<file path="src/rtl/arb_pkg.sv">
// Shared types and defaults for the round-robin resource arbiter.
package arb_pkg;

    typedef enum logic [1:0] {
        IDLE,
        GRANT,
        GAP
    } arb_state_t;

    localparam int MAX_HOLD_DEFAULT = 16;

endpackage

</file>
<file path="src/rtl/rr_pick.sv">
// Combinational rotating-priority picker: first set request after last.
module rr_pick #(
    parameter int N     = 4,
    parameter int IDX_W = $clog2(N)
) (
    input  logic [N-1:0]     req,
    input  logic [IDX_W-1:0] last,
    output logic             found,
    output logic [IDX_W-1:0] idx
);

    always_comb begin
        int j;
        found = 1'b0;
        idx   = '0;
        j     = 0;
        for (int i = 1; i <= N; i++) begin
            j = (int'(last) + i) % N;
            if (!found && req[IDX_W'(j)]) begin
                found = 1'b1;
                idx   = IDX_W'(j);
            end
        end
    end

endmodule

</file>
<file path="src/rtl/rr_resource_arbiter.sv">
// Round-robin arbiter with held grants, hold budget and one idle gap cycle.
module rr_resource_arbiter
    import arb_pkg::*;
#(
    parameter int N        = 4,
    parameter int MAX_HOLD = MAX_HOLD_DEFAULT,
    parameter int IDX_W    = $clog2(N)
) (
    input  logic             clk,
    input  logic             rst,
    input  logic [N-1:0]     i_req,
    input  logic             i_done,
    output logic [N-1:0]     o_gnt,
    output logic [IDX_W-1:0] o_gnt_idx,
    output logic             o_busy,
    output logic             o_timeout
);

    localparam int HW = $clog2(MAX_HOLD + 1);
    localparam logic [HW-1:0] HOLD_LAST = HW'(MAX_HOLD - 1);
    localparam logic [HW-1:0] HOLD_SAT  = HW'(MAX_HOLD);

    arb_state_t       state_q, state_d;
    logic [N-1:0]     gnt_q, gnt_d;
    logic [IDX_W-1:0] idx_q, idx_d;
    logic [IDX_W-1:0] last_q, last_d;
    logic [HW-1:0]    hold_q, hold_d;
    logic             busy_q, busy_d;
    logic             tmo_q, tmo_d;

    logic             pick_found;
    logic [IDX_W-1:0] pick_idx;
    logic             rel_done, rel_req, rel_tmo;

    rr_pick #(
        .N     (N),
        .IDX_W (IDX_W)
    ) u_pick (
        .req   (i_req),
        .last  (last_q),
        .found (pick_found),
        .idx   (pick_idx)
    );

    assign rel_done = i_done & busy_q;
    assign rel_req  = ~i_req[idx_q];
    assign rel_tmo  = (hold_q == HOLD_LAST);

    always_comb begin
        state_d = state_q;
        gnt_d   = gnt_q;
        idx_d   = idx_q;
        last_d  = last_q;
        hold_d  = hold_q;
        busy_d  = busy_q;
        tmo_d   = 1'b0;
        unique case (state_q)
            IDLE: begin
                if (pick_found) begin
                    gnt_d           = '0;
                    gnt_d[pick_idx] = 1'b1;
                    idx_d           = pick_idx;
                    last_d          = pick_idx;
                    hold_d          = '0;
                    busy_d          = 1'b1;
                    state_d         = GRANT;
                end
            end
            GRANT: begin
                if (rel_done || rel_req || rel_tmo) begin
                    gnt_d   = '0;
                    idx_d   = '0;
                    busy_d  = 1'b0;
                    tmo_d   = rel_tmo & ~rel_done & ~rel_req;
                    state_d = GAP;
                end
                if (hold_q != HOLD_SAT) begin
                    hold_d = hold_q + 1'b1;
                end
            end
            GAP: begin
                state_d = IDLE;
            end
            default: begin
                state_d = IDLE;
                gnt_d   = '0;
                idx_d   = '0;
                busy_d  = 1'b0;
            end
        endcase
    end

    always_ff @(posedge clk) begin
        if (rst) begin
            state_q <= IDLE;
            gnt_q   <= '0;
            idx_q   <= '0;
            last_q  <= IDX_W'(N - 1);
            hold_q  <= '0;
            busy_q  <= 1'b0;
            tmo_q   <= 1'b0;
        end else begin
            state_q <= state_d;
            gnt_q   <= gnt_d;
            idx_q   <= idx_d;
            last_q  <= last_d;
            hold_q  <= hold_d;
            busy_q  <= busy_d;
            tmo_q   <= tmo_d;
        end
    end

    assign o_gnt     = gnt_q;
    assign o_gnt_idx = idx_q;
    assign o_busy    = busy_q;
    assign o_timeout = tmo_q;

endmodule

</file>
<file path="config.mk">
export PLATFORM = sky130hd
export DESIGN_NAME = rr_resource_arbiter
export DESIGN_NICKNAME = d
export VERILOG_FILES = /design/src/rtl/arb_pkg.sv /design/src/rtl/rr_pick.sv /design/src/rtl/rr_resource_arbiter.sv
export SDC_FILE = /design/constraint.sdc
export NUM_CORES = 1
export LEC_CHECK = 0
export CAP_MARGIN = 0
export CORE_MARGIN = 2
export CORE_UTILIZATION = 51
export DETAILED_ROUTE_END_ITERATION = 12
export GPL_TIMING_DRIVEN = 1
export PLACE_DENSITY = 0.76
export SLEW_MARGIN = 15
export SYNTH_ARGS = -nofsm -noshare
export SYNTH_HDL_FRONTEND = slang
export SYNTH_HIERARCHICAL = 1
export SYNTH_SLANG_ARGS = --single-unit
</file>
<file path="constraint.sdc">
create_clock -name clk -period 1.8 [get_ports clk]
set_input_delay 0.45 -clock clk [delete_from_list [all_inputs] [get_ports clk]]
set_output_delay 0.45 -clock clk [all_outputs]
set_load 0.005 [all_outputs]
</file>
Yosys cells after proc, flatten, opt, wreduce, memory -nomap -nowiden
Cells that the tools add are included.

Register bits after elaboration: 17.

Bitwise gates (word level): 8. Muxes and demuxes: 39. Equality and inequality tests: 7. Magnitude comparators: 7. Add/sub/neg operators: 5. Reduce and logical (&&, ||, !) cells: 16.

Operators with widths (count): < comparator 2 x 4 -> 1 bit (second input constant) (4); two-way mux 1 bit (16); two-way mux 2 bit (8); one-hot mux 4 bit (3 select lines) (1); binary-select mux 1 bit (select 2 bit) (5); two-way mux 5 bit (2); one-hot mux 5 bit (2 select lines) (1); two-way mux 4 bit (2); < comparator 2 x 3 -> 1 bit (second input constant) (2); != test 2 bit (second input constant) (3); one-hot mux 2 bit (3 select lines) (1); AND reduction 3 bit (2); adder 5 x 1 -> 5 bit (second input constant) (1); equality test 5 x 4 -> 1 bit (second input constant) (1); != test 5 bit (second input constant) (1); inverter 1 bit (5); adder 2 x 1 -> 2 bit (second input constant) (2); adder 2 bit (second input constant) (2); logical AND 1 bit (4); one-hot mux 2 bit (2 select lines) (1); AND reduction 2 bit (2); AND 1 bit (3); zero test 1 bit (3); one-hot mux 1 bit (3 select lines) (1); 8 further kinds (9).

Depth between registers and ports, before layout
Gate-level depths: netlist (run 1).

Depth in word-level cells: 20. Gate-level depth with buffers: 7. Gate-level depth less buffers: 7.

Hierarchy
Netlist (run 1), hierarchy kept.

By module, submodules not included: rr_resource_arbiter (instances 1, area each 852.1 um^2, sequential area each 340.3 um^2, cells each 90); rr_pick (instances 1, area each 91.3 um^2, sequential area each 0.0 um^2, cells each 14).

Worst setup path after synthesis (run 1)
OpenSTA, ideal clock, no wires.

Path type: flip-flop to flip-flop. From: register hold_q[0]. To: register gnt_q[0], in the netlist o_gnt[0]. Data arrival time: 1574 ps. Path slack: 168 ps. Data required time: 1741 ps. Period minus slack after synthesis: 1632 ps. Library setup time: 59 ps. Cell stages (with the launch flop): 8. Cells stage by stage: dfxtp_1 > ha_1 > and3_1 > ha_1 > a21oi_4 > nand2_4 > o41ai_4 > a22o_1.

Cells in the longest elaborated chain, start to end: 4.

RTL lines: start: declaration (RTL line rr_resource_arbiter.sv:27) `logic [HW-1:0] hold_q, hold_d;`; start signal: assignment (RTL line rr_resource_arbiter.sv:107) `hold_q <= hold_d;`; equality test 5 x 4 -> 1 bit (RTL line rr_resource_arbiter.sv:47) `assign rel_tmo = (hold_q == HOLD_LAST);`; logical OR 1 bit (RTL line rr_resource_arbiter.sv:70) `if (rel_done || rel_req || rel_tmo) begin`; != test 2 bit (no line); AND reduction 3 bit (no line); end signal: assignment (RTL line rr_resource_arbiter.sv:104) `gnt_q <= gnt_d;`; end: declaration (RTL line rr_resource_arbiter.sv:24) `logic [N-1:0] gnt_q, gnt_d;`.

No other way between the ends. A chain may end at the register's enable or synchronous reset.

Worst setup path in the final report (run 1)
From: input i_req[2]. To: register hold_q[0].

Cells in the longest elaborated chain, start to end: 15.

RTL lines: start: declaration (RTL line rr_resource_arbiter.sv:11) `input logic [N-1:0] i_req,`; binary-select mux 1 bit (select 2 bit) (RTL line rr_pick.sv:19) `if (!found && req[IDX_W'(j)]) begin`; two-way mux 1 bit (not written as such) (2 in series) (RTL line rr_pick.sv:19); two-way mux 1 bit (RTL line rr_pick.sv:19); zero test 1 bit (RTL line rr_pick.sv:19); logical AND 1 bit (RTL line rr_pick.sv:19); two-way mux 1 bit (RTL line rr_pick.sv:19); zero test 1 bit (RTL line rr_pick.sv:19); logical AND 1 bit (RTL line rr_pick.sv:19); two-way mux 1 bit (RTL line rr_pick.sv:19); zero test 1 bit (RTL line rr_pick.sv:19); logical AND 1 bit (RTL line rr_pick.sv:19); two-way mux 1 bit * (RTL line rr_pick.sv:19); via pick_found (RTL line rr_resource_arbiter.sv:31) `logic pick_found;`; != test 2 bit (no line) *; AND reduction 3 bit (no line) *.

Mark *: on every way through the listed nets, which the timed path passes. The rest lies on a longest branch. The select of a mux whose other input is x is not followed.

==> flow_summary.json, run 1 <==
{
  "status": "finished with violations",
  "violations": "setup timing",
  "maxSlewViolCount": 0,
  "routed_wl_um": 2270,
  "gp_congestion": 0.830,
  "cpLargestDelayFamily": "simple AND/OR/NAND/NOR gates",
  "clkPwrFrac": 0.193,
  "slowest_stage": "clkdlybuf4s50_1",
  "clockRootBuffer": "clkbuf_4",
  "dpl_worst_slack_ns": -0.335,
  "place_inst": 154,
  "grt_usage": 0.239,
  "min_path_type": "reg -> reg",
  "clkSinkCount": 17,
  "cellInternalPower_mw": 0.729,
  "dieArea_sq_mm": 0.00221,
  "diodes": 0,
  "first_pass_iters": 4,
  "ir_drop_v": 0.000603,
  "pin_count": 15,
  "worst_pin_slew_ns": 0.405,
  "fin_crit_sh": 1.02,
  "fp.coreArea_sq_mm": 0.00173,
  "vias": 887,
  "critPathBufInv": 2,
  "die_w_um": 47.0,
  "rsz0062_at_grt": "yes",
  "syn_nets": 114,
  "drcViolationCount": 0,
  "final_cell_mix": "17 x buf_4, 16 x dfxtp_1, 13 x clkdlybuf4s50_1",
  "antenna_found_initial": 0,
  "synthCells": 104,
  "layout-drive-gt1-share": 0.252,
  "drtAntennaViolNets": 0,
  "syn_avg_cell_area_sq_um": 9.07,
  "start_kind": "input port",
  "numCtsBuffers": 3,
  "synthesis.area_sq_um": 943,
  "min_period_ns": 1.84,
  "drtIter0Drc": 31,
  "fin_area_sq_mm": 0.00127,
  "fin_skew_ns": 0.00744,
  "holdWs_ns": 0.485,
  "place_hpwl_um": 1710,
  "start_util": 0.546,
  "seq_area_frac_synth": 0.361,
  "clkSlewWorstSetupHoldPaths_ns": 0.11,
  "hold_violations": 0,
  "fmax_mhz": 543,
  "post_drt_wl_per_cell_um": 14.2,
  "critPathRequiredTime_ns": 2.01,
  "path_class": "in -> reg",
  "portBuffers": 14,
  "cp_max_fo": 5,
  "synth.distinct_cells": 37,
  "clk_latency_ns": 0.30,
  "cp.arrival_ns": 2.05,
  "synthToLayoutAreaGrowth_pct": 34.4,
  "rows": 15,
  "clockBufferDepth": 2,
  "max_cap_violations": 0,
  "cpPeakStageDelay_ns": 0.46,
  "pwr-share-comb": 0.369,
  "final_cells": 160,
  "dieHeight_um": 47.0,
  "gr-total-overflow": 0,
  "htree_levels": 1,
  "slew_headroom": 0.730,
  "p_sw_mw": 0.369,
  "p_leak_nw": 0.528,
  "path_cells": "clkdlybuf4s50_1 -> nor2_1 -> nand2_1 -> and2b_2 -> nor2b_2 -> buf_4 -> nor3_1",
  "cellPowerDensity_mw_per_mm2": 866,
  "viasPerCell": 5.54,
  "seqPwrFrac": 0.438,
  "ys_ff_latch": 17,
  "layout_commonest_cell": "buf_4",
  "grt_pass1_vias": 827,
  "synth_warnings": 6,
  "nNetsFinal": 146,
  "cts_tree": "yes",
  "postPlaceCellArea_sq_mm": 0.00121,
  "reg2reg_slack_ns": 0.09,
  "setup_violations": 2,
  "grt_max_degree": 11,
  "grt_pass1_wl_um": 3580,
  "switching_share": 0.336,
  "layout_setup_ws_ns": -0.0423,
  "critPathCaptureType": "flop"
}
-- stage by stage --
step	total power, mW	utilization	TNS [ns]
2_1_floorplan	0.696	-	0
3_3_place_gp	0.860	0.700	-2.74
3_5_place_dp	0.872	0.700	-3.50
4_1_cts	1.09	0.728	0
5_1_grt	1.15	0.734	-0.126
6_report	1.10	0.734	-0.0582
-- per-layer routing --
metal  share of wire  global-route usage
met5               0                   0
met4           0.018               0.100
met3           0.046              0.0500
met2            0.49               0.395
met1            0.44               0.303
-- area by class of cell --
type / instances / area [sq um]
Clock buffer: 3 / 22.5
Clock inverter: 1 / 5.00
Fill cell: 137 / 459
Inverter: 7 / 26.3
Multi-Input combinational cell: 76 / 571
Sequential cell: 17 / 342
Tap cell: 25 / 31.3
Timing Repair Buffer: 31 / 270
-- logic make-up after synthesis --
logic type	synth area share
AOI/OAI and AO/OA	0.237
xor gates and xnor gates	0.0279
adders and majority gates	0.0398
buffers and inverters	0.0477
DFF	0.361
muxes	0.0451
and+or+nand+nor	0.241
-- state kept, by name, summed over array words and instances (netlist names) --
name / cells
hold_q: 5
last_q: 2
o_busy: 1
o_gnt: 4
o_gnt_idx: 2
o_timeout: 1
state_q: 2
-- repair_timing --
action                     4_1_cts  5_1_grt
pin swaps                        2        1
hold buffers                     0        0
gates resized for setup          3        3
buffers inserted                 2        0
setup endpoints to repair        2       10
-- power groups by stage --
stage | registers, mW | logic (mW) | clock network (mW)
2_1_floorplan | 0.466 | 0.229 | 0
3_3_place_gp | 0.486 | 0.374 | 0
3_5_place_dp | 0.488 | 0.384 | 0
4_1_cts | 0.480 | 0.399 | 0.213
5_1_grt | 0.487 | 0.438 | 0.227
6_report | 0.481 | 0.405 | 0.212
-- Yosys cell counts --
master	instances	area, sq um
o32ai_1	2	17.5
clkbuf_1	1	3.75
o41ai_4	1	27.5
dfxtp_1	17	340
inv_1	7	26.3
a21o_1	1	7.51
ha_1	3	37.5
nand3b_1	2	15.0
a21oi_4	1	16.3
nand4b_1	1	8.76
a211o_1	2	17.5
mux2i_1	2	20.0
nor3_2	1	10.0
and2b_2	1	8.76
a22o_1	3	26.3
xnor2_1	3	26.3
o221ai_2	1	15.0
a21oi_1	8	40.0
and2b_1	1	7.51
nor3b_1	1	7.51
nand3_1	1	5.00
and4bb_1	1	12.5
nor2_1	9	33.8
nand2_4	1	11.3
a31oi_1	1	6.26
nand2_1	7	26.3
nand2b_1	4	25.0
nor3_1	5	25.0
mux4_2	1	22.5
a21oi_2	1	8.76
o21ai_0	2	10.0
buf_2	3	15.0
o21bai_1	2	15.0
a311oi_1	1	8.76
nor2b_1	3	18.8
a211oi_1	1	7.51
and3_1	2	12.5
-- final timing paths --
check                                       startpoint                     end  cells past startpoint
worst min-delay path             o_gnt[2]$_SDFFE_PP0P_   o_gnt[2]$_SDFFE_PP0P_                      1
worst max register to register  hold_q[0]$_SDFFE_PP0P_   o_gnt[0]$_SDFFE_PP0P_                      7
worst min register to register   o_gnt[2]$_SDFFE_PP0P_   o_gnt[2]$_SDFFE_PP0P_                      1
worst max-delay path                          i_req[2]  hold_q[0]$_SDFFE_PP0P_                      7
No activity file was read; power rests on OpenSTA's default activity.
==> inputs of run 2 (changes only) <==
- RECOVER_POWER: unset -> 50
==> run 2 against run 1 <==
Compared with the run above:
- the flow still finishes with violations (setup timing)
- clock-buffer cell count unchanged
- non-clock buffer count unchanged
- routed wire length down 0.26%
- largest cell class unchanged
- highest routed layer unchanged
==> flow_summary.json, run 2 (synthesized netlist as in run 1, its figures left out) <==
{
  "vias": 870,
  "max_cap_violations": 0,
  "worst_pin_slew_ns": 0.406,
  "setup_violations": 2,
  "hold_violations": 0,
  "pin_count": 15,
  "p_leak_nw": 0.542,
  "final_cell_mix": "17 x dfxtp_1, 16 x buf_4, 9 x nor2_1",
  "dieHeight_um": 47.0,
  "critPathRequiredTime_ns": 2.01,
  "drtAntennaViolNets": 0,
  "gp_congestion": 0.830,
  "nNetsFinal": 146,
  "status": "finished with violations",
  "viasPerCell": 5.44,
  "portBuffers": 14,
  "layout_commonest_cell": "dfxtp_1",
  "critPathBufInv": 2,
  "final_cells": 160,
  "cp.arrival_ns": 2.04,
  "nFillCells": 139,
  "reg2reg_slack_ns": 0.09,
  "clk_latency_ns": 0.30,
  "largest_register_ffs": 5,
  "ir_drop_v": 0.000611,
  "grt_pass1_vias": 827,
  "gr-total-overflow": 0,
  "violations": "setup timing",
  "slowest_stage": "clkdlybuf4s50_1",
  "path_cells": "clkdlybuf4s50_1 -> nor2_1 -> nand2_1 -> and2b_2 -> nor2b_2 -> buf_4 -> nor3_1",
  "layout_setup_ws_ns": -0.0302,
  "drcViolationCount": 0,
  "largest_register": "hold_q",
  "cts_tree": "yes",
  "clkSinkCount": 17,
  "grt_usage": 0.239,
  "start_util": 0.546,
  "slew_headroom": 0.729,
  "holdBufCountCts": 0,
  "die_w_um": 47.0,
  "maxSlewViolCount": 0,
  "clkSlewWorstSetupHoldPaths_ns": 0.10,
  "numCtsBuffers": 3,
  "cpLargestDelayFamily": "simple AND/OR/NAND/NOR gates",
  "rsz0062_at_grt": "yes",
  "min_path_type": "reg -> reg",
  "synthToLayoutAreaGrowth_pct": 33.8,
  "grt_max_degree": 11,
  "grt_pass1_wl_um": 3580,
  "cpPeakStageDelay_ns": 0.46,
  "diodes": 0,
  "cp_max_fo": 5,
  "antenna_found_initial": 0,
  "path_class": "in -> reg",
  "rows": 15,
  "fin_skew_ns": 0.00705,
  "place_inst": 154,
  "cellPowerDensity_mw_per_mm2": 859,
  "first_pass_iters": 4,
  "layout-drive-gt1-share": 0.237,
  "htree_levels": 1,
  "dpl_worst_slack_ns": -0.335,
  "clockRootBuffer": "clkbuf_4",
  "dieArea_sq_mm": 0.00221,
  "fin_crit_sh": 1.02,
  "critPathCaptureType": "flop",
  "place_hpwl_um": 1710,
  "clockBufferDepth": 2,
  "fp.coreArea_sq_mm": 0.00173,
  "fmax_mhz": 546,
  "drtIter0Drc": 31,
  "start_kind": "input port",
  "post_drt_wl_per_cell_um": 14.2,
  "min_period_ns": 1.83,
  "routed_wl_um": 2270
}
==> run 2: cell types whose count changed in the layout (fill, tap and decap cells not counted), sizes merged <==
cell / previous run / this run
clkdlybuf4s50: 13 / 7
buf: 17 / 16
clkbuf: 3 / 4
dlygate4sd3: 0 / 6
==> run 2: layer usage <==
layer  wire (um)  track usage
met5           0            0
met2        1110        0.395
met1        1030        0.303
met4          38        0.100
met3          93       0.0500
==> run 2: metrics by stage <==
step / setup TNS (ns) / cell area, sq um / power, mW / utilization / hold WS, ns
floorplan: 0 / 943 / 0.696 / - / 0.454
global placement: -2.74 / 1210 / 0.860 / 0.700 / 0.465
detailed placement: -3.50 / 1210 / 0.872 / 0.700 / 0.458
CTS: 0 / 1260 / 1.09 / 0.728 / 0.494
global route: -0.121 / 1260 / 1.14 / 0.731 / 0.506
finish: -0.0412 / 1260 / 1.08 / 0.731 / 0.481
==> run 2: layout make-up <==
cell class	instances	area [sq um]	area share
Clock buffer	3	22.5	0.0178
Clock inverter	1	5.00	0.00396
Inverter	7	26.3	0.0208
Multi-Input combinational cell	76	571	0.452
Sequential cell	17	340	0.270
Tap cell	25	31.3	0.0248
Timing Repair Buffer	31	267	0.211
==> run 2: worst register-to-register path, stage by stage (launching register included) <==
cell,delay [ns]
dfxtp_1,0.33
ha_1,0.21
and3_1,0.19
ha_2,0.19
a21oi_4,0.15
nand2_4,0.08
o41ai_4,0.29
a22o_1,0.20
==> run 2: worst paths after layout <==
| path | from | endpoint | depth (start not counted) |
|---|---|---|---|
| worst max register to register | hold_q[0]$_SDFFE_PP0P_ | o_gnt[0]$_SDFFE_PP0P_ | 7 |
| worst min register to register | o_gnt[2]$_SDFFE_PP0P_ | o_gnt[2]$_SDFFE_PP0P_ | 1 |
| worst min-delay path | o_gnt[2]$_SDFFE_PP0P_ | o_gnt[2]$_SDFFE_PP0P_ | 1 |
| worst max-delay path | i_req[2] | hold_q[0]$_SDFFE_PP0P_ | 7 |
==> run 2: where the power goes <==
group / leakage, nW / total, mW / switching (mW) / internal, mW
sequential: 0.139 / 0.479 / 0.0583 / 0.421
combinational: 0.385 / 0.396 / 0.181 / 0.215
clock: 0.0177 / 0.209 / 0.126 / 0.0828
==> run 2: what timing repair did <==
item                       CTS  global route
buffers inserted             2             0
resized for setup            3             3
setup endpoints to repair    2            10
pin swaps                    2             1
